<file path="src/rtl/sophiali_pkg.sv">
//------------------------------------------------------------------------------
// Module   : sophiali_pkg
// Brief    : Shared FSM state type and hex-to-7-segment table for the display path
// Revision : 1.0
//------------------------------------------------------------------------------
`default_nettype none

package sophiali_pkg;

  typedef enum logic [1:0] {
    IDLE  = 2'd0,
    SHIFT = 2'd1,
    LATCH = 2'd2
  } state_t;

  // Segment byte is {dp,g,f,e,d,c,b,a}; entry 0 is the rightmost element
  localparam logic [15:0][7:0] SEG_TABLE = {
    8'h71, 8'h79, 8'h5E, 8'h39, 8'h7C, 8'h77, 8'h6F, 8'h7F,
    8'h07, 8'h7D, 8'h6D, 8'h66, 8'h4F, 8'h5B, 8'h06, 8'h3F
  };

  localparam logic [7:0] SEG_BLANK = 8'h00;

endpackage

`default_nettype wire

</file>
<file path="src/rtl/sophiali_hex7seg.sv">
//------------------------------------------------------------------------------
// Module   : sophiali_hex7seg
// Brief    : Combinational nibble to 7-segment byte encoder
// Revision : 1.0
//------------------------------------------------------------------------------
`default_nettype none

module sophiali_hex7seg
  import sophiali_pkg::*;
(
  input  logic [3:0] nibble,
  output logic [7:0] seg
);

  assign seg = SEG_TABLE[nibble];

endmodule

`default_nettype wire

</file>
<file path="src/rtl/sophiali_seg_shifter.sv">
//------------------------------------------------------------------------------
// Module   : sophiali_seg_shifter
// Brief    : Encodes an 8-bit value as two hex digits and shifts the 16-bit
//            segment frame into cascaded 74HC595-style registers
// Revision : 1.0
//------------------------------------------------------------------------------
`default_nettype none

module sophiali_seg_shifter
  import sophiali_pkg::*;
#(
  parameter int CLK_DIV        = 4,
  parameter int SEG_ACTIVE_LOW = 0
) (
  input  logic       clock,
  input  logic       reset_n,
  input  logic [7:0] value,
  input  logic       load,
  input  logic       blank_lead,
  output logic       busy,
  output logic       done,
  output logic       sclk,
  output logic       sdata,
  output logic       latch
);

  localparam int                 c_div_w    = $clog2(CLK_DIV + 1);
  localparam logic [c_div_w-1:0] c_div_last = c_div_w'(CLK_DIV - 1);
  localparam logic [c_div_w-1:0] c_div_one  = c_div_w'(1);

  logic [7:0]  w_seg_hi;
  logic [7:0]  w_seg_lo;
  logic [7:0]  w_hi_byte;
  logic [15:0] w_frame_raw;
  logic [15:0] w_frame;
  logic        w_div_wrap;

  state_t             r_state;
  logic [c_div_w-1:0] r_div_cnt;
  logic [3:0]         r_bit_cnt;
  logic [14:0]        r_shift;
  logic               r_busy;
  logic               r_done;
  logic               r_sclk;
  logic               r_sdata;
  logic               r_latch;

  sophiali_hex7seg u_hex_hi (
    .nibble (value[7:4]),
    .seg    (w_seg_hi)
  );

  sophiali_hex7seg u_hex_lo (
    .nibble (value[3:0]),
    .seg    (w_seg_lo)
  );

  // Polarity inversion comes after blanking so a blanked digit reads all-off
  assign w_hi_byte   = (blank_lead && (value[7:4] == 4'h0)) ? SEG_BLANK : w_seg_hi;
  assign w_frame_raw = {w_hi_byte, w_seg_lo};
  assign w_frame     = (SEG_ACTIVE_LOW != 0) ? ~w_frame_raw : w_frame_raw;
  assign w_div_wrap  = (r_div_cnt == c_div_last);

  always_ff @(posedge clock or negedge reset_n) begin
    if (!reset_n) begin
      r_state   <= IDLE;
      r_div_cnt <= '0;
      r_bit_cnt <= 4'd0;
      r_shift   <= 15'd0;
      r_busy    <= 1'b0;
      r_done    <= 1'b0;
      r_sclk    <= 1'b0;
      r_sdata   <= 1'b0;
      r_latch   <= 1'b0;
    end else begin
      r_done <= 1'b0;
      case (r_state)
        IDLE: begin
          if (load) begin
            r_shift   <= w_frame[14:0];
            r_sdata   <= w_frame[15];
            r_sclk    <= 1'b0;
            r_bit_cnt <= 4'd0;
            r_div_cnt <= '0;
            r_busy    <= 1'b1;
            r_state   <= SHIFT;
          end
        end

        SHIFT: begin
          if (w_div_wrap) begin
            r_div_cnt <= '0;
            if (!r_sclk) begin
              r_sclk <= 1'b1;
            end else begin
              // Data only moves on the falling edge so it is settled at every rise
              r_sclk    <= 1'b0;
              r_bit_cnt <= r_bit_cnt + 4'd1;
              if (r_bit_cnt == 4'd15) begin
                r_sdata <= 1'b0;
                r_latch <= 1'b1;
                r_state <= LATCH;
              end else begin
                r_sdata <= r_shift[14];
                r_shift <= {r_shift[13:0], 1'b0};
              end
            end
          end else begin
            r_div_cnt <= r_div_cnt + c_div_one;
          end
        end

        LATCH: begin
          if (w_div_wrap) begin
            r_div_cnt <= '0;
            r_latch   <= 1'b0;
            r_busy    <= 1'b0;
            r_done    <= 1'b1;
            r_state   <= IDLE;
          end else begin
            r_div_cnt <= r_div_cnt + c_div_one;
          end
        end

        default: r_state <= IDLE;
      endcase
    end
  end

  assign busy  = r_busy;
  assign done  = r_done;
  assign sclk  = r_sclk;
  assign sdata = r_sdata;
  assign latch = r_latch;

endmodule

`default_nettype wire
</file>
<file path="config.mk">
export PLATFORM = sky130hd
export DESIGN_NAME = sophiali_seg_shifter
export DESIGN_NICKNAME = d
export VERILOG_FILES = /design/src/rtl/sophiali_pkg.sv /design/src/rtl/sophiali_hex7seg.sv /design/src/rtl/sophiali_seg_shifter.sv
export SDC_FILE = /design/constraint.sdc
export NUM_CORES = 1
export LEC_CHECK = 0
export BUFFER_PORTS_ARGS = -buffer_cell sky130_fd_sc_hd__buf_2
export CAP_MARGIN = 20
export CORE_AREA = 4 4 76 78
export DETAILED_ROUTE_END_ITERATION = 10
export DIE_AREA = 0 0 80 82
export GPL_TIMING_DRIVEN = 0
export HOLD_SLACK_MARGIN = 0.08
export PLACE_DENSITY = 0.54
export SKIP_CTS_REPAIR_TIMING = 1
export SKIP_LAST_GASP = 1
export SLEW_MARGIN = 15
export SYNTH_ARGS = -nofsm -noshare
export SYNTH_HDL_FRONTEND = slang
export SYNTH_SLANG_ARGS = --single-unit
</file>
<file path="constraint.sdc">
create_clock -name clock -period 2.05 [get_ports clock]
set_input_delay 0.3075 -clock clock [delete_from_list [all_inputs] [get_ports clock]]
set_output_delay 0.3075 -clock clock [all_outputs]
set_load 0.005 [all_outputs]
</file>
* After elaboration in Yosys (flattened, before gate mapping) *
Memories as Yosys holds them, arrays and structs flattened.
Cells that the tools add are included.

storage, ports and cells
  output and inout port bits = 5
  word-level logic and storage cells = 79
  memories kept = 2
  bits of input ports = 12
  bits in read-only memories = 256
  bits in registers = 29

operators by class
  muxes and demuxes = 39
  equal/unequal tests = 10
  add/subtract/negate cells = 2
  magnitude comparators = 2
  reduce and logical (&&, ||, !) cells = 15

memory list
  name              words  width  rd ports  clocked after memory_dff  write ports  line                    RTL
  (name not given)  16     8      1         0                         0            sophiali_hex7seg.sv:15  assign seg = SEG_TABLE[nibble];
  (name not given)  16     8      1         0                         0            sophiali_hex7seg.sv:15

operator list
  operator                                             number
  2-to-1 mux 15 bit                                    4
  one-hot mux 15 bit (2 select lines)                  1
  2-to-1 mux 8 bit                                     3
  AND reduction 5 bit                                  3
  2-to-1 mux 1 bit                                     14
  2-to-1 mux 4 bit                                     3
  inequality test 2 bit, second input constant         6
  < comparator 4 x 5 -> 1 bit, second input constant   2
  2-to-1 mux 2 bit                                     5
  one-hot mux 1 bit (2 select lines)                   4
  one-hot mux 4 bit (2 select lines)                   1
  nonzero test 2 bit                                   4
  2-to-1 mux 3 bit                                     2
  one-hot mux 2 bit (3 select lines)                   1
  one-hot mux 3 bit (2 select lines)                   1
  AND reduction 3 bit                                  2
  adder 4 x 1 -> 4 bit, second input constant          1
  equality test 4 bit, second input constant           1
  logical NOT 4 bit                                    1
  AND reduction 4 bit                                  1
  adder 3 x 1 -> 3 bit, second input constant          1
  equality test 3 x 2 -> 1 bit, second input constant  1
  equality test 2 x 1 -> 1 bit, second input constant  1
  equality test 2 bit, second input constant           1
  other kinds (4)                                      4

* Logic depth before layout (Yosys ltp) *
Gate-level depths: netlist (run 1).

  word-level depth = 5
  mapped depth = 8
  gate-level depth less buffers = 6

* By module *
Synthesis (run 1) repeated with hierarchy kept, for this count alone.

second synthesis, totals
  cell total of the unflattened synthesis = 224
  area total of the unflattened synthesis = 2170.8 µm²

by module, submodules not included
  module                       sequential area each (µm²)  area each (µm²)  instances  cells an instance
  sophiali_seg_shifter         725.7                       1570.3           1          154
  sophiali_hex7seg (u_hex_hi)  0.0                         301.5            1          35
  sophiali_hex7seg (u_hex_lo)  0.0                         299.0            1          35

* Worst setup path after synthesis (run 1) *
OpenSTA, ideal clock, no wires.

  path type = register to register
  start = register r_state[1]
  end = register r_latch, in the netlist latch
  stages on the path, launching flop included = 8
  data required time = 1.923 ns
  data arrival time = 1.486 ns
  clock period less this slack = 1.614 ns
  setup slack = 0.436 ns
  setup time = 0.127 ns
  cells stage by stage = dfrtp_1 > inv_1 > ha_1 > buf_2 > nor2b_2 > o22ai_2 > nand3_1 > mux2_1

between the ends
  cells in the longest elaborated chain, start to end = 3
  elaborated cells between the ends (all ways) = 9
  classes of those cells = eq/ne: 6; mux: 1; reduce/logical: 2

ends and longest elaborated chain
  what                                                                                 line                         RTL
  start, declared                                                                      sophiali_seg_shifter.sv:38   state_t r_state;
  start signal, assigned                                                               sophiali_seg_shifter.sv:66   r_state <= IDLE;
  start signal, assigned                                                               sophiali_seg_shifter.sv:86   r_state <= SHIFT;
  start signal, assigned                                                               sophiali_seg_shifter.sv:102  r_state <= LATCH;
  equality test 2 x 1 -> 1 bit / equality test 2 bit (equally long branches)           sophiali_seg_shifter.sv:77   case (r_state)
  inequality test 2 bit (no source line) / nonzero test 2 bit (equally long branches)  -
  AND reduction 5 bit (no source line)                                                 -
  end signal, assigned                                                                 sophiali_seg_shifter.sv:74   r_latch <= 1'b0;
  end signal, assigned                                                                 sophiali_seg_shifter.sv:101  r_latch <= 1'b1;
  end signal, assigned                                                                 sophiali_seg_shifter.sv:116  r_latch <= 1'b0;
  end, declared                                                                        sophiali_seg_shifter.sv:46   logic r_latch;

Several ways; a longest one is shown, not always the timed one.
A chain may end at the register's enable or synchronous reset.

* Worst setup path in the final report (run 1) *
  start = register r_state[1]
  end = register r_shift[9]

between the ends
  cells in the longest elaborated chain, start to end = 3
  elaborated cells between the ends (all ways) = 9
  classes of those cells = eq/ne: 5; mux: 1; reduce/logical: 3

ends and longest elaborated chain
  what                                                                                 line                         RTL
  equality test 2 x 1 -> 1 bit / logical NOT 2 bit (equally long branches)             sophiali_seg_shifter.sv:77
  inequality test 2 bit (no source line) / nonzero test 2 bit (equally long branches)  -
  AND reduction 5 bit (no source line)                                                 -
  end signal, assigned                                                                 sophiali_seg_shifter.sv:80   r_shift <= w_frame[14:0];
  end signal, assigned                                                                 sophiali_seg_shifter.sv:105  r_shift <= {r_shift[13:0], 1'b0};
  end, declared                                                                        sophiali_seg_shifter.sv:41   logic [14:0] r_shift;

Several ways; a longest one is shown, not always the timed one.

==> results of run 1 <==
layout by cell type (no fill, tap or decap), drive strengths merged, types with 2 or more instances in the layout:
| cell type | instances |
|---|---|
| dfrtp | 29 |
| buf | 27 |
| nand2 | 20 |
| ha | 19 |
| nor2 | 16 |
| inv | 15 |
| nand3 | 14 |
| a21oi | 13 |
| nor2b | 10 |
| o21ai | 10 |
| a31oi | 8 |
| mux2 | 8 |
| clkbuf | 6 |
| nand2b | 5 |
| a22oi | 5 |
| o211ai | 4 |
| o21a | 3 |
| a211oi | 3 |
| mux2i | 2 |
| a32oi | 2 |
| a221oi | 2 |
| o32ai | 2 |
| o311ai | 2 |
| clkinv | 2 |
worst max path at each step:
stage	startpoint	end	slack [ns]
finish	r_state[1]	r_shift[9]	0.22
global route	r_state[1]	r_shift[9]	0.07
CTS	r_state[1]	latch	0.14
detailed placement	r_state[1]	latch	0.15
global placement	r_state[1]	latch	0.16
floorplan	r_state[1]	latch	0.44
report_power, final:
group / switching (uW) / internal, uW
registers: 158 / 810
clock network: 219 / 235
logic: 812 / 583
cell families (layout without fill, tap and decap cells):
| kind of cell | count (synthesis) | after routing | share of synthesized area |
|---|---|---|---|
| and+or+nand+nor | 73 | 73 | 0.1829 |
| adders and majority gates | 19 | 19 | 0.1203 |
| buffers and inverters | 27 | 50 | 0.06455 |
| DFF | 29 | 29 | 0.3671 |
| AOI/OAI and AO/OA | 57 | 57 | 0.1981 |
| muxes | 11 | 11 | 0.06708 |
per-layer routing:
metal | up-vias | track usage
met4 | 0 | 0.05068
li1 | 806 | -
met2 | 21 | 0.2252
met5 | - | 0
met3 | 5 | 0.03180
met1 | 743 | 0.1881
sequential cells by signal, indices dropped and copies added, names as in the netlist:
name       flops
busy           1
done           1
latch          1
r_bit_cnt      4
r_div_cnt      3
r_shift       15
r_state        2
sclk           1
sdata          1
critical path, stage by stage (launching register included):
cell      delay [ns]
dfrtp_1         0.36
inv_1           0.09
ha_1            0.17
buf_2           0.18
and4_1          0.18
a211oi_2        0.22
buf_4           0.21
buf_4           0.20
a31oi_1         0.09
layout make-up:
class | count | area (sq um) | area share
tap | 70 | 87.58 | 0.03933
timing repair buffer | 15 | 75.07 | 0.03371
sequential | 29 | 725.7 | 0.3258
buffer | 12 | 71.32 | 0.03202
multi-input combinational | 160 | 1129 | 0.5067
inverter | 15 | 56.30 | 0.02528
clock buffer | 6 | 72.57 | 0.03258
clock inverter | 2 | 10.01 | 0.004494
stage by stage:
step / area (sq um) / std cells / setup WS [ns]
floorplan: 1977 / 216 / 0.4363
global placement: 2140 / 301 / 0.1591
detailed placement: 2140 / 301 / 0.1526
CTS: 2222 / 309 / 0.1400
global route: 2227 / 309 / 0.07135
finish: 2227 / 309 / 0.2226
==> run metrics, run 1 <==
hold_ws 0.05580 ns; leakage power 0.001011 uW; CTS H-tree lvls 2; # IOs 17; Synth area leader dfrtp_1; Post-synth top cells dfrtp_1, nand2_1, ha_1, nor2_1; Slew Limit Fails 0; root buffer cell clkbuf_8; Top Metal Used met4; Die Y 82 um; Fin. Hold Viols 0; DR iter-0 viols 37; Clk Latency, worst-skew pair 0.28 ns; Routed Wire Length 4216 um; Pwr Density 1265 nW/um^2; initial antenna violation count 0; Rows 26; Num CTS Buffers 5; WS Path Type flop to flop; final core occ 0.4389; die area 6560 sq um; Synth Instances 216; vias 1575; Total GRT Usage 0.1412; TNS Setup 0 ns; Tmin final 1.827 ns; register area share after synthesis 0.3671; first-pass GRT wire length 7272 um; Post-synth EDFFs 0; DR WL met2 1914 um; DR WL met3 130 um; share of the synthesized area in the top cell type 0.3671; Post-Syn Area 1977 sq um; synth top area cells dfrtp_1, ha_1, nand2_1, nand3_1, a21oi_1; Metal-1 WL 2099 um; Max IR drop VDD 535.0 uV; Power, Total 2818 uW; HP Class input port to asynchronous set/reset pin; CTS tree yes; final net count 269; largest buffer count on any clock path 2; DIE WIDTH 80 um; startpoint types flop; RSZ-0062 raised after global routing false; FF-to-FF path depth 8; Worst-Margin Slew 0.6723 ns; antenna fix cells 0; 1st-pass router iterations 4; vias in the first global route 1579; asr flop ratio synth 1.000; layout overhead on the synthesized area 12.66%; skew final 0.007588 ns; R2R Setup Slk 0.22 ns; Setup crit end kind flop; WP data arrival 1.98 ns; Worst EP required 2.21 ns; I/O Buffers 15; largest net degree at the start of global routing 30; Clock transition at path regs 0.07 ns; fin crit share 0.8914; Yosys cell types 43; highest clock rate 547.2 MHz; CP Max Fanout 10; Initial Util 0.3895; gr ovfl total 0; #FFs+latches synth 29; Primary FF master, synth dfrtp_1; Avg WL per Cell 13.64 um; CTS Sinks 29; gpl congestion 0.7677; Finish-stage setup viols 0; count leader, synth dfrtp_1; vias per cell 5.097; Critical R2R Launch r_state[1]; syn_nets 247; outcome finished clean; Core Area 5075 sq um; max_slew headroom 0.5518; mean post-synth cell area 9.152 sq um; hpwl dp 3066 um; FF-to-FF End r_shift[9]; yosys warns 0; share of layout cells above drive strength 1 0.1841; Final ANT Viol Nets 0; Max Cap Viol 0; # DRC 0; Fillers 520
Power figures use the tool's default switching activity.
==> run 2, diff against run 1 <==
SETUP_SLACK_MARGIN = 0.3   (was default)
==> run metrics, run 2 (synthesized netlist as in run 1, its figures left out) <==
outcome finished clean; # DRC 0; sequential cell area 725.7 sq um; antenna fix cells 0; fin crit share 0.8090; Switching Share 0.3996; Fin. Hold Viols 0; Core Area 5075 sq um; FF-to-FF path depth 6; layout overhead on the synthesized area 19.43%; vias per cell 5.056; initial antenna violation count 0; Die Y 82 um; CP Max Fanout 8; Final ANT Viol Nets 0; TNS Setup 0 ns; Clock power frac 0.143; root buffer cell clkbuf_8; Cells after DPL 301; Total GRT Usage 0.1412; startpoint types flop; max reg flops 15; CP Cell Sequence ha_2, buf_6, buf_4, o22ai_2, nand3_1, mux2_1; Slew Limit Fails 0; highest clock rate 603.0 MHz; Worst-Margin Slew 0.6615 ns; hpwl dp 3066 um; Setup crit end kind flop; WS Path Type flop to flop; final instance area 2361 sq um; DP Area 2140 sq um; leakage power 0.001071 uW; gpl congestion 0.7677; Biggest register r_shift; WP data arrival 1.82 ns; Power, Total 3126 uW; largest net degree at the start of global routing 30; final core occ 0.4652; I/O Buffers 15; Initial Util 0.3895; Pwr Density 1324 nW/um^2; die area 6560 sq um; CTS Sinks 29; Max Cap Viol 0; switching power 1249 uW; Critical R2R Launch r_state[0]; Avg WL per Cell 13.35 um; Top delay family on crit path flip-flops; Finish-stage setup viols 0; Clock transition at path regs 0.06 ns; # IOs 17; commonest non-fill, non-tap cell in the layout dfrtp_1; Max IR drop VDD 482.2 uV; Worst EP required 2.21 ns; sequential power share 0.311; Num CTS Buffers 5; 1st-pass router iterations 4; vias 1618; critical path depth in cells 6; share of layout cells above drive strength 1 0.2360; Max stage delay on crit path 0.42 ns; multi-input logic area 1147 sq um; skew final 0.005532 ns; Tmin final 1.658 ns; gr ovfl total 0; Final Non-Filler Cells 320; Critical path origin r_state[0]; vias in the first global route 1579; Largest regs r_shift (15), r_bit_cnt (4), r_div_cnt (3); max_slew headroom 0.5590; DR iter-0 viols 49; RSZ-0062 raised after global routing true; CTS H-tree lvls 2; Routed Wire Length 4272 um; Rows 26; Fillers 508; highest-count cells in the layout ignoring fill and taps dfrtp_1, buf_2, nand2_1, ha_1, nor2_1; HP Class input port to asynchronous set/reset pin; Clk Latency, worst-skew pair 0.28 ns; final net count 280; largest buffer count on any clock path 2; CTS tree yes; Gate power share 0.546; CP max-delay cell dfrtp_1; DIE WIDTH 80 um; Pint 1877 uW; first-pass GRT wire length 7272 um; Buf/Inv on CP 2
run 2: power groups by stage:
| stage | registers, uW | clock network [uW] | logic (uW) |
|---|---|---|---|
| after floorplan | 940 | 0 | 1080 |
| after global placement | 971 | 0 | 1390 |
| after detailed placement | 978 | 0 | 1400 |
| after CTS | 968 | 472 | 1410 |
| after global routing | 1000 | 497 | 1920 |
| final | 971 | 448 | 1710 |
run 2: per-stage QoR:
stage | hold WS [ns] | setup WS [ns]
after floorplan | 0.01191 | 0.4363
after global placement | 0.3880 | 0.1591
after detailed placement | 0.3905 | 0.1526
after CTS | 0.08081 | 0.1400
after global routing | 0.1196 | 0.2588
final | 0.05607 | 0.3916
run 2: cell type report:
class                      count  share of cell area
multi-input combinational    160              0.4860
inverter                      15             0.02385
sequential                    29              0.3074
buffer                        12             0.03922
clock buffer                   6             0.03074
clock inverter                 2            0.004240
timing repair buffer          26             0.07154
tap                           70             0.03710
run 2: layer usage:
layer | track usage | wire [um]
met4 | 0.05068 | 77
met5 | 0 | 0
met3 | 0.03180 | 118
met2 | 0.2252 | 1931
met1 | 0.1881 | 2144
run 2: path summary, 6_finish.rpt:
path                                      to  slack [ns]
worst max-delay path              r_state[1]        0.39
worst min-delay path            r_bit_cnt[1]        0.06
worst max register to register    r_state[1]        0.39
worst min register to register    r_shift[4]        0.49
max in group asynchronous         r_shift[9]        1.56
min in group clock                r_shift[0]        0.37
==> run 3, diff against run 2 <==
clock period = 1.7 ns   (was 2.05 ns; I/O delays follow)
==> run metrics, run 3 (synthesized netlist as in run 1, its figures left out) <==
Final ANT Viol Nets 0; Initial Util 0.3895; Core Area 5075 sq um; Largest regs r_shift (15), r_bit_cnt (4), r_div_cnt (3); final net count 281; root buffer cell clkbuf_8; hpwl dp 3070 um; max reg flops 15; I/O Buffers 15; largest net degree at the start of global routing 30; Rows 26; final core occ 0.5072; initial antenna violation count 0; die area 6560 sq um; Routed Wire Length 4509 um; TNS Setup -0.03450 ns; Clock transition at path regs 0.07 ns; final worst setup slack -0.01409 ns; Cells after DPL 301; CP Cell Sequence inv_2, ha_4, buf_8, and4_4, a211oi_4, buf_6, clkbuf_16, o32ai_2; Buf/Inv on CP 4; startpoint types flop; Worst EP required 1.86 ns; leakage power 0.001132 uW; failing checks setup timing; Worst-Margin Slew 0.6707 ns; Clk Latency, worst-skew pair 0.28 ns; 1st-pass router iterations 6; CP Max Fanout 8; DIE WIDTH 80 um; Fillers 491; Pint 2804 uW; commonest non-fill, non-tap cell in the layout dfrtp_1; hold_ws 0.3492 ns; share of layout cells above drive strength 1 0.3227; Max Cap Viol 0; CTS Sinks 29; gr ovfl total 0; antenna fix cells 0; CTS H-tree lvls 2; layout overhead on the synthesized area 30.19%; Switching Share 0.3875; Fin. Hold Viols 0; sequential power share 0.258; RSZ-0062 raised after global routing true; Clock power frac 0.187; WS Path Type flop to flop; switching power 1774 uW; Finish-stage setup viols 5; max_slew headroom 0.5529; vias 1676; gpl congestion 0.7965; # DRC 0; Gate power share 0.555; first-pass GRT wire length 7314 um; # IOs 17; Final Non-Filler Cells 321; Biggest register r_shift; Die Y 82 um; Num CTS Buffers 5; HP Class input port to flop; highest clock rate 583.4 MHz; Setup crit end kind flop; Pwr Density 1779 nW/um^2; Max IR drop VDD 573.3 uV; fin crit share 1.008; CP max-delay cell dfrtp_1; outcome complete, but fails checks; Max stage delay on crit path 0.38 ns; highest-count cells in the layout ignoring fill and taps dfrtp_1, buf_2, nand2_1, ha_1, nor2_1; Slew Limit Fails 0; vias per cell 5.221; DR iter-0 viols 98; Avg WL per Cell 14.05 um; Total GRT Usage 0.1417; skew final 0.007141 ns; Tmin final 1.714 ns; Top delay family on crit path buffers and inverters; vias in the first global route 1605; CTS tree yes; largest buffer count on any clock path 2; WP data arrival 1.88 ns
==> run 3: changes by cell type in the layout (fill, tap and decap cells not counted), sizes merged <==
| cell | before | now |
|---|---|---|
| dlygate4sd3 | 0 | 1 |
| buf | 37 | 36 |
| bufinv | 0 | 2 |
| clkinv | 2 | 1 |
==> run 3: area by class of cell <==
type	count	area (sq um)	area share
clock inverters	3	65.06	0.02528
flip-flops and latches	29	726.9	0.2824
multi-input cells	160	1270	0.4934
plain buffers	12	110.1	0.04278
inverters	15	56.30	0.02188
well taps	70	87.58	0.03403
clock buffers	5	68.82	0.02674
repair buffers	27	188.9	0.07341
==> run 3: path summary, 6_finish.rpt <==
kind	start	slack (ns)	end	cells past startpoint
max	r_state[1]	-0.01	r_shift[0]	8
min	load	0.35	r_shift[0]	3
max reg2reg	r_state[1]	-0.01	r_shift[0]	8
min reg2reg	r_div_cnt[1]	0.49	r_div_cnt[1]	2
max in group asynchronous	reset_n	0.68	r_state[0]	2
min in group asynchronous	reset_n	0.56	r_shift[1]	2
==> run 3: per-layer routing <==
| layer | GRT usage | share of wire |
|---|---|---|
| met2 | 0.2368 | 0.48 |
| met4 | 0.05068 | 0.012 |
| met5 | 0 | 0 |
| met3 | 0.02632 | 0.025 |
| met1 | 0.1832 | 0.49 |
==> run 3: worst register-to-register path, cell delays in order (launching register included) <==
cell,delay [ns]
dfrtp_1,0.38
inv_2,0.07
ha_4,0.16
buf_8,0.13
and4_4,0.15
a211oi_4,0.29
buf_6,0.19
clkbuf_16,0.16
o32ai_2,0.06
==> run 3: power groups by stage <==
stage	logic [uW]	registers, uW	clock network (uW)
final	2540	1180	855
after detailed placement	1760	1180	0
after global placement	1740	1180	0
after global routing	2800	1220	902
after CTS	1770	1170	872
after floorplan	1360	1140	0
==> run 3: metrics by stage <==
| stage | setup WS, ns | power (uW) | instance area, sq um |
|---|---|---|---|
| finish | -0.01409 | 4578 | 2574 |
| global route | -0.07514 | 4926 | 2574 |
| CTS | -0.04003 | 3813 | 2296 |
| detailed placement | -0.01215 | 2941 | 2162 |
| global placement | -0.01426 | 2918 | 2162 |
| floorplan | 0.1690 | 2500 | 1999 |
